[config.mk]
export PLATFORM = sky130hd
export DESIGN_NAME = fetch_pc_gen_flat
export DESIGN_NICKNAME = d
export VERILOG_FILES = /design/src/rtl/fetch_pc_gen_if.sv /design/src/rtl/fetch_pc_gen.sv /design/src/flat_wrapper.sv
export SDC_FILE = /design/constraint.sdc
export NUM_CORES = 1
export LEC_CHECK = 0
export BUFFER_PORTS_ARGS = -buffer_cell sky130_fd_sc_hd__buf_2
export CAP_MARGIN = 10
export CORE_ASPECT_RATIO = 1.4
export CORE_MARGIN = 1
export CORE_UTILIZATION = 48
export CTS_CLUSTER_DIAMETER = 100
export CTS_CLUSTER_SIZE = 30
export DETAILED_ROUTE_END_ITERATION = 10
export HOLD_SLACK_MARGIN = 0.03
export PLACE_DENSITY = 0.8
export SKIP_CTS_REPAIR_TIMING = 1
export SYNTH_ARGS = -nofsm -noshare
export SYNTH_HDL_FRONTEND = slang
export SYNTH_SLANG_ARGS = --single-unit
[constraint.sdc]
create_clock -name clk -period 2.3 [get_ports clk]
set_input_delay 0.46 -clock clk [delete_from_list [all_inputs] [get_ports clk]]
set_output_delay 0.46 -clock clk [all_outputs]
set_load 0.005 [all_outputs]
[src/rtl/fetch_pc_gen_if.sv]
// Fetch-side bundle: instruction memory port, predictor answer, execute resolution and IF/ID outputs.
// Latency: none; this is wiring only.
// Backpressure: stall travels with the bundle; execute redirects are never held off.
interface fetch_pc_gen_if;
  logic        stall;
  logic [31:0] imem_addr;
  logic [31:0] imem_inst;
  logic        pred_taken;
  logic        ex_valid;
  logic        ex_is_cf;
  logic [31:0] ex_pc;
  logic        ex_taken;
  logic [31:0] ex_target;
  logic        ex_mispredict;
  logic        if_valid;
  logic [31:0] if_pc;
  logic [31:0] if_inst;
  logic        if_pred_taken;
  logic [31:0] if_pred_target;

  // fetch unit side
  modport master (
    input  stall, imem_inst, pred_taken,
    input  ex_valid, ex_is_cf, ex_pc, ex_taken, ex_target, ex_mispredict,
    output imem_addr, if_valid, if_pc, if_inst, if_pred_taken, if_pred_target
  );

  // decode / execute / memory side
  modport slave (
    output stall, imem_inst, pred_taken,
    output ex_valid, ex_is_cf, ex_pc, ex_taken, ex_target, ex_mispredict,
    input  imem_addr, if_valid, if_pc, if_inst, if_pred_taken, if_pred_target
  );
endinterface

[src/rtl/fetch_pc_gen.sv]
// Fetch PC generator with direct-mapped BTB and IF/ID register; build option BTB_EN enables the BTB.
// Latency: imem_addr is the PC register; IF/ID shows the fetched word next cycle; redirect lands after one edge.
// Backpressure: stall holds PC and IF/ID; an execute redirect overrides stall; BTB writes ignore stall.
module fetch_pc_gen #(
  parameter logic [31:0] RESET_PC  = 32'h0000_0000,
  parameter int          BTB_IDX_W = 4
) (
  input  logic           clk,
  input  logic           rst_n,
  fetch_pc_gen_if.master bus
);
  localparam logic [31:0] NOP     = 32'h0000_0013;
  localparam logic [31:0] PC_INIT = {RESET_PC[31:2], 2'b00};

  logic [31:0] pc_q;
  logic [31:0] pc_d;
  logic [31:0] pc_plus4;
  logic [31:0] redirect_pc;
  logic        redirect;
  logic        pt;
  logic [31:0] pt_target;
  logic        if_valid_q;
  logic [31:0] if_pc_q;
  logic [31:0] if_inst_q;

  assign pc_plus4    = pc_q + 32'd4;
  assign redirect    = bus.ex_valid & bus.ex_mispredict;
  // low address bits are forced to zero so the PC stays word aligned
  assign redirect_pc = bus.ex_taken ? {bus.ex_target[31:2], 2'b00}
                                    : ({bus.ex_pc[31:2], 2'b00} + 32'd4);

`ifdef BTB_EN
  localparam int BTB_N = 1 << BTB_IDX_W;
  localparam int TAG_W = 30 - BTB_IDX_W;

  logic [4:0]           opc;
  logic                 is_br;
  logic                 is_jal;
  logic                 is_jalr;
  logic [BTB_N-1:0]     btb_vld;
  logic [TAG_W-1:0]     btb_tag [BTB_N];
  logic [29:0]          btb_tgt [BTB_N];
  logic [BTB_IDX_W-1:0] lkp_idx;
  logic [TAG_W-1:0]     lkp_tag;
  logic [BTB_IDX_W-1:0] upd_idx;
  logic                 btb_hit;
  logic                 btb_wr;
  logic                 if_pt_q;
  logic [31:0]          if_tgt_q;
  logic                 unused_bits;

  assign opc     = bus.imem_inst[6:2];
  assign is_br   = (opc == 5'b11000);
  assign is_jal  = (opc == 5'b11011);
  assign is_jalr = (opc == 5'b11001);

  assign lkp_idx = pc_q[BTB_IDX_W+1:2];
  assign lkp_tag = pc_q[31:BTB_IDX_W+2];
  assign upd_idx = bus.ex_pc[BTB_IDX_W+1:2];

  // lookup reads pre-edge contents, so a same-cycle write to this index is not seen yet
  assign btb_hit   = btb_vld[lkp_idx] && (btb_tag[lkp_idx] == lkp_tag);
  assign pt        = btb_hit && (is_jal || is_jalr || (is_br && bus.pred_taken));
  assign pt_target = {btb_tgt[lkp_idx], 2'b00};

  // only taken resolutions allocate; not-taken is left to the direction predictor
  assign btb_wr = bus.ex_valid & bus.ex_is_cf & bus.ex_taken;

  assign unused_bits = ^{bus.imem_inst[31:7], bus.imem_inst[1:0],
                         bus.ex_target[1:0], bus.ex_pc[1:0]};

  // valid bits: cleared by reset, set by each taken resolution
  always_ff @(posedge clk or negedge rst_n) begin
    if (!rst_n) begin
      btb_vld <= '0;
    end else if (btb_wr) begin
      btb_vld[upd_idx] <= 1'b1;
    end
  end

  // tag and target payload, only meaningful where the valid bit is set
  always_ff @(posedge clk) begin
    if (btb_wr) begin
      btb_tag[upd_idx] <= bus.ex_pc[31:BTB_IDX_W+2];
      btb_tgt[upd_idx] <= bus.ex_target[31:2];
    end
  end

  // prediction fields of IF/ID follow the same load/bubble/hold rules as the rest
  always_ff @(posedge clk or negedge rst_n) begin
    if (!rst_n) begin
      if_pt_q  <= 1'b0;
      if_tgt_q <= 32'h0;
    end else if (redirect) begin
      if_pt_q  <= 1'b0;
      if_tgt_q <= 32'h0;
    end else if (!bus.stall) begin
      if_pt_q  <= pt;
      if_tgt_q <= pt ? pt_target : 32'h0;
    end
  end

  assign bus.if_pred_taken  = if_pt_q;
  assign bus.if_pred_target = if_tgt_q;
`else
  logic [BTB_IDX_W-1:0] unused_idx;
  logic                 unused_bits;

  assign pt                 = 1'b0;
  assign pt_target          = 32'h0;
  assign bus.if_pred_taken  = 1'b0;
  assign bus.if_pred_target = 32'h0;
  assign unused_idx         = bus.ex_pc[BTB_IDX_W+1:2];
  assign unused_bits        = ^{bus.imem_inst, bus.pred_taken, bus.ex_is_cf,
                                bus.ex_target[1:0], bus.ex_pc[1:0]};
`endif

  // next PC: redirect first, then stall hold, then BTB prediction, then sequential
  always_comb begin
    pc_d = pc_q;
    if (redirect) begin
      pc_d = redirect_pc;
    end else if (!bus.stall) begin
      pc_d = pt ? pt_target : pc_plus4;
    end
  end

  // PC register drives the instruction memory directly
  always_ff @(posedge clk or negedge rst_n) begin
    if (!rst_n) begin
      pc_q <= PC_INIT;
    end else begin
      pc_q <= pc_d;
    end
  end

  // IF/ID register: bubble on redirect, hold on stall, otherwise capture the fetch
  always_ff @(posedge clk or negedge rst_n) begin
    if (!rst_n) begin
      if_valid_q <= 1'b0;
      if_pc_q    <= 32'h0;
      if_inst_q  <= NOP;
    end else if (redirect) begin
      if_valid_q <= 1'b0;
      if_pc_q    <= 32'h0;
      if_inst_q  <= NOP;
    end else if (!bus.stall) begin
      if_valid_q <= 1'b1;
      if_pc_q    <= pc_q;
      if_inst_q  <= bus.imem_inst;
    end
  end

  assign bus.imem_addr = pc_q;
  assign bus.if_valid  = if_valid_q;
  assign bus.if_pc     = if_pc_q;
  assign bus.if_inst   = if_inst_q;
endmodule

[src/flat_wrapper.sv]
// flat-port wrapper written by rule: the top's interface ports become plain ports
module fetch_pc_gen_flat 
#(
  parameter logic [31:0] RESET_PC  = 32'h0000_0000,
  parameter int          BTB_IDX_W = 4
)
  (clk, rst_n, bus_stall, bus_imem_inst, bus_pred_taken, bus_ex_valid, bus_ex_is_cf, bus_ex_pc, bus_ex_taken, bus_ex_target, bus_ex_mispredict, bus_imem_addr, bus_if_valid, bus_if_pc, bus_if_inst, bus_if_pred_taken, bus_if_pred_target);
  fetch_pc_gen_if bus_i ();
  input  logic clk;
  input  logic rst_n;
  input wire logic [$bits(bus_i.stall)-1:0] bus_stall;
  input wire logic [$bits(bus_i.imem_inst)-1:0] bus_imem_inst;
  input wire logic [$bits(bus_i.pred_taken)-1:0] bus_pred_taken;
  input wire logic [$bits(bus_i.ex_valid)-1:0] bus_ex_valid;
  input wire logic [$bits(bus_i.ex_is_cf)-1:0] bus_ex_is_cf;
  input wire logic [$bits(bus_i.ex_pc)-1:0] bus_ex_pc;
  input wire logic [$bits(bus_i.ex_taken)-1:0] bus_ex_taken;
  input wire logic [$bits(bus_i.ex_target)-1:0] bus_ex_target;
  input wire logic [$bits(bus_i.ex_mispredict)-1:0] bus_ex_mispredict;
  output wire logic [$bits(bus_i.imem_addr)-1:0] bus_imem_addr;
  output wire logic [$bits(bus_i.if_valid)-1:0] bus_if_valid;
  output wire logic [$bits(bus_i.if_pc)-1:0] bus_if_pc;
  output wire logic [$bits(bus_i.if_inst)-1:0] bus_if_inst;
  output wire logic [$bits(bus_i.if_pred_taken)-1:0] bus_if_pred_taken;
  output wire logic [$bits(bus_i.if_pred_target)-1:0] bus_if_pred_target;
  assign bus_i.stall = bus_stall;
  assign bus_i.imem_inst = bus_imem_inst;
  assign bus_i.pred_taken = bus_pred_taken;
  assign bus_i.ex_valid = bus_ex_valid;
  assign bus_i.ex_is_cf = bus_ex_is_cf;
  assign bus_i.ex_pc = bus_ex_pc;
  assign bus_i.ex_taken = bus_ex_taken;
  assign bus_i.ex_target = bus_ex_target;
  assign bus_i.ex_mispredict = bus_ex_mispredict;
  assign bus_imem_addr = bus_i.imem_addr;
  assign bus_if_valid = bus_i.if_valid;
  assign bus_if_pc = bus_i.if_pc;
  assign bus_if_inst = bus_i.if_inst;
  assign bus_if_pred_taken = bus_i.if_pred_taken;
  assign bus_if_pred_target = bus_i.if_pred_target;
  fetch_pc_gen #(.RESET_PC(RESET_PC), .BTB_IDX_W(BTB_IDX_W)) u_core (.clk(clk), .rst_n(rst_n), .bus(bus_i));
endmodule
* Word-level counts from Yosys, hierarchy flattened *
Cells that the tools add are included.

storage, ports and cells
  word-level logic and storage cells = 17
  bits in registers = 97
  input port bits = 104
  output and inout bits = 130
  memory bits (writable) = 0
  latch bits = 0
  memories = 0
  memory bits (read-only) = 0

cells by class
  bitwise gates (word level) = 1
  magnitude comparators = 0
  multiplexer cells = 9
  add/sub/neg operators = 2
  equal/unequal tests = 1
  reductions and logical operators = 0
  div/mod/pow operators = 0
  shift operators = 0
  multipliers = 0

operators by type and width
  operator                                       number
  2-to-1 mux 32 bit                              7
  adder 32 x 3 -> 32 bit, second input constant  2
  2-to-1 mux 1 bit                               2
  != test 2 x 1 -> 1 bit, second input constant  1
  bitwise AND 1 bit                              1

* Longest topological paths before layout *
  word-level depth = 3
  depth in mapped cells = 7
  gate-level depth less buffers = 6

* Worst setup path after synthesis *
No wires, ideal clock.

  kind = input-to-reg
  start = input bus_ex_pc[11]
  end = register u_core.pc_q[19], in the netlist u_core.bus.imem_addr[19]
  path slack = 0.495 ns
  setup time = 0.078 ns
  arrival = 1.727 ns
  data required time = 2.222 ns
  stages on the path = 5
  cells stage by stage = nand3_1 or4_1 or3_1 a31oi_1 o21bai_1

between the ends
  cells in the longest elaborated chain, start to end = 3

ends and longest elaborated chain
  element                 RTL line             RTL
  from (decl)             flat_wrapper.sv:16   input wire logic [$bits(bus_i.ex_pc)-1:0] bus_ex_pc;
  adder 32 x 3 -> 32 bit  fetch_pc_gen.sv:30   : ({bus.ex_pc[31:2], 2'b00} + 32'd4);
  2-to-1 mux 32 bit       fetch_pc_gen.sv:29   assign redirect_pc = bus.ex_taken ? {bus.ex_target[31:2], 2'b00}
  2-to-1 mux 32 bit       fetch_pc_gen.sv:121  if (redirect) begin
  to (signal assigned)    fetch_pc_gen.sv:133  pc_q <= pc_d;
  to (decl)               fetch_pc_gen.sv:15   logic [31:0] pc_q;

Every way passes these cells.
A chain may end at the register's enable or synchronous reset.

* Worst setup path in the final report *
  start = register u_core.pc_q[7], in the netlist u_core.bus.imem_addr[7]
  end = register u_core.pc_q[26], in the netlist u_core.bus.imem_addr[26]

between the ends
  cells in the longest elaborated chain, start to end = 3

ends and longest elaborated chain
  element                 RTL line             RTL
  adder 32 x 3 -> 32 bit  fetch_pc_gen.sv:26   assign pc_plus4 = pc_q + 32'd4;
  2-to-1 mux 32 bit       fetch_pc_gen.sv:123  end else if (!bus.stall) begin
  2-to-1 mux 32 bit       fetch_pc_gen.sv:121

Every way passes these cells. The select of a mux whose other input is x is not followed.

==> impl_metrics.ini <==
[sta]
worst_slack_ns = 0.3655
rsz0062_at_grt = no
period_needed_ns = 1.935
fin_tns_setup_ns = 0
finalCritPeriodShare = 0.8411
final_max_slew_viol_count = 0
skew_ns = 0.008146
setup_viol = 0
slew_headroom = 0.4477
tightest_slew_ns = 0.8285
final_hold_viol_count = 0
clock.fmax_mhz = 516.9
holdWs_ns = 0.3314

[power]
p_int_mw = 3.351
pwr-share-seq = 0.441
leakage_nw = 3.421
switching_share = 0.3075
p_switching_mw = 1.488
comb_power_share = 0.250
power.share.clock = 0.308
peakVddDrop_v = 0.0003520
p_per_area_nw_per_um2 = 701.3

[placed_design]
preCtsSetupSlack_ns = 0.1930
place_inst = 908
hpwl_um = 11480
port_buffers = 192
place_congestion = 0.9018

[hold_path]
hp-class = in -> reg

[setup_path]
critical_path.top_delay_family = simple AND/OR/NAND/NOR gates
crit_path_cell_trace = and4_1, nand3_1, buf_4, nor4_1, a21oi_1, o31ai_1
critPathKind = reg -> reg
crit_fanout = 7
startpoint_type = flip-flop
slowest_stage = dfrtp_1
slowest_delay_ns = 0.46
crit_buf_inv = 1
endpoint_kind = flip-flop
worstPathRequired_ns = 2.54
cp.arrival_ns = 2.18

[job]
maxCapViolCount = 0

[floorplanning]
die_width_um = 92.39
coreArea_um2 = 10980
rows = 45
pin_count = 234
dieArea_um2 = 11880
start_util = 0.5001
die_y_um = 128.5

[route]
firstDrtPassIters = 5
ant_nets = 0
totalWireLength_um = 15100
remaining_drc_errors = 0
via_count = 5152
vias_per_cell = 5.570
initialDrtViolationCount = 417
wire_per_inst_um = 16.33

[clocking]
cts_tree = done
root_buffer = clkbuf_16
clk_pin_slew_ns = 0.07
cts-buffers-inserted = 9
htreeDepth = 3
insertion_delay_ns = 0.34
cts_max_path_buffers = 2
clkSinkCount = 94

[yosys]
yosysUniqueCellTypes = 55
synth_common_cells = dfrtp_1, nor2_1, mux2i_1, buf_4, nand2_1
syn_area_um2 = 5490
synth.most_common_cell = dfrtp_1
synth_edf_count = 0
synth_cells = 582
yosysTopAreaCell = dfrtp_1
async_flop_share = 1.000
synth_seq_cells = 94
ys_seq_area_frac = 0.4291
yosysWarnings = 0
yosysTopAreaCellShare = 0.4148
avgSynthCellArea_um2 = 9.433
yosys-top-cells-area = dfrtp_1, mux2i_1, nor2_1
synth_flop_cell = dfrtp_1

[run_status]
status = finished clean

[global_route]
overflow = 0
antenna_found_initial = 0
grt_max_degree = 96
grt_pass1_wl_um = 23600
grt_usage = 0.2532
first_global_vias = 4878

[cells_and_area]
stdcell_count = 925
layout-drive-gt1-share = 0.3099
syn_to_final_growth_pct = 25.68
n_antenna_cell = 0
final_net_count = 885
==> registers in the layout, summed over array words and instances, names as in the netlist <==
| signal | count |
|---|---|
| u_core.bus.if_pc | 31 |
| u_core.bus.if_inst | 32 |
| u_core.bus.imem_addr | 30 |
| u_core.bus.if_valid | 1 |
==> placed cells by master (no fill, tap or decap), types with 9 or more instances in the layout <==
master     Yosys  routed
nor3_1        13      13
mux2i_1       65      65
xnor2_1       19      19
nand2_1       32      32
conb_1         1      35
buf_2          4     190
inv_1          9       9
nor2_1        81      81
nor4_1        15      15
nand3_1       28      28
clkbuf_16      0       9
and3_1        10      10
o211ai_1      10      10
buf_4         36      26
o21ai_0       15      15
nand4_1       15      15
dfrtp_1       91      91
xor2_1        19      19
a21oi_1       12      12
==> path summary, 6_finish.rpt <==
kind	startpoint	end	slack, ns	cells after the start
worst max-delay path	u_core.bus.imem_addr[7]	u_core.bus.imem_addr[26]	0.37	6
worst max register to register	u_core.bus.imem_addr[7]	u_core.bus.imem_addr[26]	0.37	6
min in group asynchronous	rst_n	u_core.bus.if_inst[11]	0.54	2
worst min register to register	u_core.bus.if_pc[27]	u_core.bus.if_pc[27]	0.51	2
max in group asynchronous	rst_n	u_core.bus.if_inst[0]	1.07	3
worst min-delay path	bus_imem_inst[4]	u_core.bus.if_inst[4]	0.33	3
==> cell type report <==
| class | instances | area (um2) |
|---|---|---|
| Clock inverter | 5 | 58.81 |
| Fill cell | 964 | 4079 |
| Sequential cell | 94 | 2356 |
| Clock buffer | 11 | 242.7 |
| Tap cell | 141 | 176.4 |
| Timing Repair Buffer | 219 | 1196 |
| Multi-Input combinational cell | 445 | 2833 |
| Inverter | 10 | 37.54 |
==> worst register-to-register path, stage by stage (launching register included) <==
cell,delay [ns]
dfrtp_1,0.46
and4_1,0.29
nand3_1,0.25
buf_4,0.26
nor4_1,0.29
a21oi_1,0.11
o31ai_1,0.18
==> metal layers <==
metal / up-vias / wire length [um] / track usage
li1: 2403 / - / -
met1: 2448 / 5865 / 0.3027
met2: 266 / 7775 / 0.4431
met3: 35 / 1030 / 0.03842
met4: 0 / 431 / 0.1232
met5: - / 0 / 0
==> logic make-up after synthesis <==
| family | share of synthesized area |
|---|---|
| simple gates | 0.2129 |
| mux | 0.1185 |
| xor+xnor | 0.06062 |
| flops | 0.4291 |
| fa+ha+maj | 0.004557 |
| buf+inv | 0.07839 |
| other cells | 0.0006830 |
| compound gates | 0.09526 |
==> power groups by stage <==
stage               registers [mW]  clock network (mW)  logic [mW]
floorplan                     2.17                   0       0.595
global placement              2.14                   0        1.18
detailed placement            2.16                   0        1.21
CTS                           2.13                1.52        1.22
global route                  2.17                1.58        1.33
finish                        2.13                1.49        1.21
==> metrics by stage <==
step / power [mW] / util / area (um2)
after detailed placement: 3.372 / 0.6001 / 6589
final: 4.839 / 0.6285 / 6900
after global routing: 5.079 / 0.6285 / 6900
after floorplan: 2.762 / - / 5618
after global placement: 3.318 / 0.6001 / 6589
after CTS: 4.872 / 0.6276 / 6890
Note: power is estimated with default switching activity, not from simulation.
